[config.mk]
export PLATFORM = sky130hd
export DESIGN_NAME = instr_mem_loader
export DESIGN_NICKNAME = d
export VERILOG_FILES = /design/src/rtl/instr_mem_loader.sv
export SDC_FILE = /design/constraint.sdc
export NUM_CORES = 1
export LEC_CHECK = 0
export ABC_AREA = 1
export BUFFER_PORTS_ARGS = -buffer_cell sky130_fd_sc_hd__buf_2
export CAP_MARGIN = 20
export CORE_ASPECT_RATIO = 1.4
export CORE_MARGIN = 2
export CORE_UTILIZATION = 53
export DETAILED_ROUTE_END_ITERATION = 10
export PLACE_DENSITY = 0.88
export SLEW_MARGIN = 30
export SYNTH_ARGS = -nofsm -noshare
export SYNTH_HDL_FRONTEND = slang
export SYNTH_SLANG_ARGS = --single-unit
export TNS_END_PERCENT = 50
[constraint.sdc]
create_clock -name clk -period 2.9 [get_ports clk]
set_input_delay 0.435 -clock clk [delete_from_list [all_inputs] [get_ports clk]]
set_output_delay 0.435 -clock clk [all_outputs]
set_load 0.01 [all_outputs]
[src/rtl/instr_mem_loader.sv]
// Serial program loader: parses a length-prefixed little-endian byte stream
// into 32-bit words and writes them into instruction memory while holding the core in reset.
module instr_mem_loader #(
   parameter int MEM_WORDS = 64
) (
   input  logic        clk,
   input  logic        rst,
   input  logic        start,
   input  logic [7:0]  byte_in,
   input  logic        byte_valid,
   output logic        byte_ready,
   output logic        mem_we,
   output logic [31:0] mem_addr,
   output logic [31:0] mem_wd,
   output logic        cpu_rst,
   output logic        busy,
   output logic        done,
   output logic        error
);

   typedef enum logic [2:0] {
      IDLE   = 3'd0,
      LEN_LO = 3'd1,
      LEN_HI = 3'd2,
      DATA   = 3'd3,
      WRITE  = 3'd4,
      DONE   = 3'd5,
      ERR    = 3'd6
   } state_t;

   localparam logic [16:0] MAX_W = 17'(MEM_WORDS);

   state_t      state, state_nxt;
   logic [15:0] n_words;
   logic [15:0] idx;
   logic [1:0]  bcnt;
   logic [31:0] asm_word;
   logic        accept;
   logic [15:0] len_full;
   logic        last_word;

   // Everything visible outside is a pure decode of the state register, so
   // byte_valid never reaches byte_ready combinationally.
   assign byte_ready = (state == LEN_LO) || (state == LEN_HI) || (state == DATA);
   assign busy       = byte_ready || (state == WRITE);
   assign mem_we     = (state == WRITE);
   assign mem_addr   = (state == WRITE) ? {14'd0, idx, 2'b00} : 32'd0;
   assign mem_wd     = (state == WRITE) ? asm_word : 32'd0;
   assign done       = (state == DONE);
   assign error      = (state == ERR);
   assign cpu_rst    = (state != DONE);

   assign accept    = byte_valid && byte_ready;
   assign len_full  = {byte_in, n_words[7:0]};
   assign last_word = ({1'b0, idx} + 17'd1) == {1'b0, n_words};

   always_ff @(posedge clk or posedge rst) begin
      if (rst) state <= IDLE;
      else     state <= state_nxt;
   end

   always_comb begin
      state_nxt = state;
      case (state)
         IDLE, DONE, ERR: if (start) state_nxt = LEN_LO;
         LEN_LO: if (accept) state_nxt = LEN_HI;
         LEN_HI: begin
            if (accept) begin
               if (len_full == 16'd0)              state_nxt = DONE;
               else if ({1'b0, len_full} > MAX_W)  state_nxt = ERR;
               else                                state_nxt = DATA;
            end
         end
         DATA:    if (accept && bcnt == 2'd3) state_nxt = WRITE;
         WRITE:   state_nxt = last_word ? DONE : DATA;
         default: state_nxt = IDLE;
      endcase
   end

   always_ff @(posedge clk or posedge rst) begin
      if (rst) begin
         n_words  <= 16'd0;
         idx      <= 16'd0;
         bcnt     <= 2'd0;
         asm_word <= 32'd0;
      end else begin
         case (state)
            IDLE, DONE, ERR: begin
               if (start) begin
                  n_words <= 16'd0;
                  idx     <= 16'd0;
                  bcnt    <= 2'd0;
               end
            end
            LEN_LO: if (accept) n_words[7:0] <= byte_in;
            LEN_HI: begin
               if (accept) begin
                  n_words[15:8] <= byte_in;
                  idx           <= 16'd0;
                  bcnt          <= 2'd0;
               end
            end
            DATA: begin
               if (accept) begin
                  asm_word[{bcnt, 3'b000} +: 8] <= byte_in;
                  bcnt                          <= bcnt + 2'd1;
               end
            end
            WRITE:   idx <= idx + 16'd1;
            default: ;
         endcase
      end
   end

endmodule

# Yosys cells after proc, flatten, opt, wreduce, memory -nomap -nowiden
# Index checks and enable logic that the tools add are counted.
[op_classes]
n_shift = 2
reduce_logical = 18
mux = 21
n_lt_le_gt_ge = 1
n_addsub = 4
n_eq_ne = 14
[ops]
columns = ["op", "n"]
rows = [
  ["$pmux 16 s3", 1],
  ["$bwmux 32", 1],
  ["$mux 16", 2],
  ["$mux 32", 1],
  ["$pmux 8 s2", 2],
  ["$shift 8x7->32 const A", 1],
  ["$shiftx 8x7->32", 1],
  ["$mux 3", 7],
  ["$mux 18", 1],
  ["$add 16x1->17 const B", 1],
  ["$eq 17x16->1", 1],
  ["$add 16x1->16 const B", 1],
  ["$gt 16x7->1 const B", 1],
  ["$logic_not 16->1", 1],
  ["$pmux 3 s5", 1],
  ["$eq 3x3->1 const B", 3],
  ["$reduce_and 3->1", 3],
  ["$mux 8", 1],
  ["$ne 2x2->1 const B", 4],
  ["$reduce_and 4->1", 2],
  ["$neg 5->7", 1],
  ["$eq 3x2->1 const B", 2],
  ["$mux 2", 3],
  ["$pmux 2 s3", 1],
  ["other kinds (12)", 17],
]
[totals]
wordCells = 66
register_bits = 69
out_inout_bits = 70

# Longest topological paths before layout
[logic_depth]
depth_word = 7
mapped_depth = 16
depth_no_buf = 16

# Least setup slack after synthesis
# OpenSTA, ideal clock, no wires.
[synth_path]
kind = "register to register"
from = "register bcnt[0]"
to = "register asm_word[16]"
setup_time_ps = 76
path_buffers = 2
t_arrival_ps = 1988
path_stages_with_launch = 9
slack_ps = 836
cell_sequence = "dfrtp_1 -> clkbuf_1 -> inv_1 -> ha_1 -> clkbuf_1 -> inv_1 -> nor3_1 -> nand3_1 -> o21ai_1"
[synth_between]
elab_chain_cells = 3
elab_cells_between_ends = 4
cone_classes = "add/sub (1); shift (2); mux (1)"
[synth_lines]
columns = ["item", "line", "rtl"]
rows = [
  ["start: declaration", "36", "logic [1:0] bcnt;"],
  ["start signal: assignment", "106", "bcnt <= bcnt + 2'd1;"],
  ["$neg 5->7 (*)", "105", "asm_word[{bcnt, 3'b000} +: 8] <= byte_in;"],
  ["$shiftx 8x7->32 / $shift 8x7->32 (equally long branches)", "105", ""],
  ["$bwmux 32 (*)", "105", ""],
  ["end signal: indexed assignment", "105", ""],
  ["end: declaration", "37", "logic [31:0] asm_word;"],
]
# Mark *: on every way between the ends. The rest lies on a longest branch, timed or not.
# A chain may end at the register's enable or synchronous reset.

# Worst setup path in the final report
[layout_path]
from = "register state[0]"
to = "output mem_we"
[layout_between]
elab_chain_cells = 1
[layout_lines]
columns = ["item", "line", "rtl"]
rows = [
  ["start: declaration", "33", "state_t state, state_nxt;"],
  ["start signal: assignment", "59", "else state <= state_nxt;"],
  ["$eq 3x3->1", "46", "assign mem_we = (state == WRITE);"],
  ["end: declaration", "12", "output logic mem_we,"],
]
# Every way passes these cells.

==> summary by stage <==
Outcome
The flow ran to the end, and the final reports show no timing, DRC or antenna violations.

Setup path
For the worst setup path, the data required time is about 2.5 ns. STA classifies the critical path startpoint as a flip-flop. Of all nets on the critical path, the largest fanout is 28.

The setup path with the least slack is of type flip-flop to output port. STA classifies the critical path endpoint as an output port. STA puts the critical path data arrival time at 2.08 ns.

Layout
The count of inserted antenna diode cells is 0. The end-of-flow core utilization is approximately three fifths. The layout net count is about 660. The post-synthesis to final-layout area growth is 14.21%. In the final layout, the share of cells above drive strength 1 is 17.26%. After routing the design area is between 4000 and 5000 um^2. The final cell count without fillers is 749.

Route
The wire length on met2 is roughly 5.4 mm. The pre-antenna-repair detailed-routing pass consisted of 5 iterations. The met1 layer wirelength in the final routing is approximately 4.3 mm.

Dividing the detail-routed wire length by the instance count gives around 15 um. The final antenna-violating net count is 0. The final wirelength is approximately 11 mm. The total length of routed met3 wires is about 790 um. The detailed router's first-iteration violation count is between 200 and 300. The top routing layer in use is met4. The number of DRC violations after detailed routing is 0. In the routed layout, each cell is associated on average with a via count of ~5.4. Summing over every cut layer, the via total after detailed routing is slightly above 4000.

Floorplan
The full die area is around 8600 um^2. The total number of placement rows is 38. The core region is a little under 8000 um^2. The die is 78.93 um wide. Pin placement for this block handled 82 I/O pins. The initial core utilization is ~54%. In this run the vertical extent of the chip is between 100 and 150 um.

GRT
The pin count of the biggest net entering global routing is 36. The number of antenna violations at the first check in global routing came to 0. The first global-routing pass estimated 18.17 mm of wire. The overall global routing resource usage is 27.01%.

The total congestion overflow after global routing is 0. The via count of the first global-routing pass is 3984.

Pwr
Power spread over the standard cell area amounts to around 820 nW/um^2. The leakage power is around 2.5 nW. Across the VDD grid, the largest voltage drop is ~0.00055 V. The sum of internal, switching and leakage power is between 3 and 4 mW.

Timing
The final period demand of the worst path is 2.512 ns. The max-slew violation total from the final report is 0. The transition time at the pin with the least slew margin is ~0.74 ns. Setup repair after global routing left no endpoint under its margin. The number of endpoints with negative hold slack in the final report is 0. The ratio of final minimum period to clock period is 86.63%. The worst setup margin is about 0.39 ns.

Static timing analysis puts the maximum clock frequency at 398.0 MHz. The worst-case clock skew is between 0.006 and 0.007 ns. The relative slew slack is about half. Setup violations remaining at the end of the flow were counted as 0. The final setup TNS is 0 ns.

On the final layout, the worst hold slack is approximately 0.19 ns.

Synth
Synthesis inferred just under 70 register bits. Summing every instance area after synthesis gives about 4200 um^2. The synthesized design contains 0 enable-type register cells.

The count of warnings emitted by yosys is 0. The async set-or-reset flop fraction in the synthesized netlist is 100.0%. The dominant synthesized flop cell is sky130_fd_sc_hd__dfrtp_1. The distinct cell type count after synthesis is 34. Dividing the synthesized area by the synthesized cell count gives a little over 7 um^2. The post-synthesis sequential area ratio is roughly two fifths.

The cell count after synthesis came out at a little under 600.

Clock network
The maximum clock path buffer count is 2. The number of buffers inserted during clock tree synthesis is 9. The post-CTS setup buffer count is 0. In this run, post-CTS repair resized a total of 0 instances.

Hold repair after CTS inserted 0 buffers. The tree is rooted in a sky130_fd_sc_hd__clkbuf_8. The H-tree was split into 3 levels. For the worst-skew pair, the clock arrives at the later sink with an insertion delay of between 0.3 and 0.4 ns.

Clock-pin slew was measured on the worst setup and hold paths at 0.07 ns. The clock tree from TritonCTS is done. The clock net in this run drives a total of 69 sinks.

Placement
The placement-stage worst setup slack is between 0.6 and 0.7 ns. The placed instance area is ~4500 um^2. The count of buffers added on input and output ports is 65. The placed wire-length estimate is ~7.9 mm. After detailed placement, the design holds a cell count of 733.

The weighted congestion at the end of routability-driven global placement is 0.9370.

Worst hold path
In this run the worst hold path is classified as input port to async pin.

Flow run
The tool flagged a number of max-cap violations equal to 0.
## worst paths after layout
path	start	to	slack, ns	cells after the start
min in group clk	byte_valid	bcnt[0]	0.37	3
max in group asynchronous	rst	idx[9]	2.05	3
worst max-delay path	state[0]	mem_we	0.39	4
worst min-delay path	rst	asm_word[2]	0.19	2
worst min register to register	asm_word[16]	asm_word[16]	0.52	2
worst max register to register	idx[0]	state[2]	0.56	15
## registers in the layout, indices dropped and copies added, names as in the netlist
register  flops
state         3
asm_word     32
n_words      16
idx          16
bcnt          2
## layer usage
metal / vias to the layer above / global-route usage (%)
li1: 1967 / -
met1: 1871 / 31.30
met2: 185 / 46.34
met3: 34 / 6.043
met4: 0 / 14.78
met5: - / 0
## cell usage in the layout (no fill, tap or decap), drive strengths merged
master  instances
a21boi          1
a21oi           2
a22oi           2
buf            71
bufinv          2
clkbuf         12
clkinv          3
conb           16
dfrtp          69
ha              6
inv            99
nand2          97
nand3          81
nand4          18
nor2           87
nor3            4
nor3b           1
nor4            2
o21ai          58
o21bai          1
o22ai          13
xnor2           1
xnor3           1
xor2            2
## kinds of logic after synthesis
family	after synthesis	share of synthesized area, %
compound gates	77	10.30
xor+xnor	4	1.172
fa+ha+maj	6	1.802
buf+inv	132	13.82
flops	69	41.45
other cells	1	0.09003
simple gates	290	31.36
## synthesized netlist by cell type (7+ instances only)
cell / n / share of area, %
sky130_fd_sc_hd__o21ai_0: 22 / 2.6
sky130_fd_sc_hd__nand4_1: 18 / 2.7
sky130_fd_sc_hd__nand3_1: 81 / 9.7
sky130_fd_sc_hd__inv_1: 90 / 8.1
sky130_fd_sc_hd__o21ai_1: 36 / 4.3
sky130_fd_sc_hd__dfrtp_1: 69 / 41
sky130_fd_sc_hd__inv_2: 9 / 0.81
sky130_fd_sc_hd__nor2_2: 7 / 1.1
sky130_fd_sc_hd__nand2_1: 93 / 8.4
sky130_fd_sc_hd__o22ai_1: 13 / 2.0
sky130_fd_sc_hd__nor2_1: 78 / 7.0
sky130_fd_sc_hd__buf_4: 18 / 3.2
sky130_fd_sc_hd__clkbuf_1: 8 / 0.72
## final cells by class
type | instances | area, um^2
fill | 731 | 2945
multi-input combinational | 393 | 1922
sequential | 69 | 1727
timing repair buffer | 71 | 382.9
inverter | 100 | 375.4
clock buffer | 12 | 155.1
tap | 100 | 125.1
clock inverter | 4 | 70.07
## critical path: stages (launching register included)
cell,delay (ns)
sky130_fd_sc_hd__dfrtp_1,0.49
sky130_fd_sc_hd__nor2_1,0.16
sky130_fd_sc_hd__nand2_2,0.32
sky130_fd_sc_hd__inv_1,0.52
sky130_fd_sc_hd__buf_2,0.23
## report_power, final
part	internal [mW]	switching, mW
clock	0.529	0.375
sequential	1.22	0.146
combinational	0.519	1.12
Power figures use the tool's default switching activity.
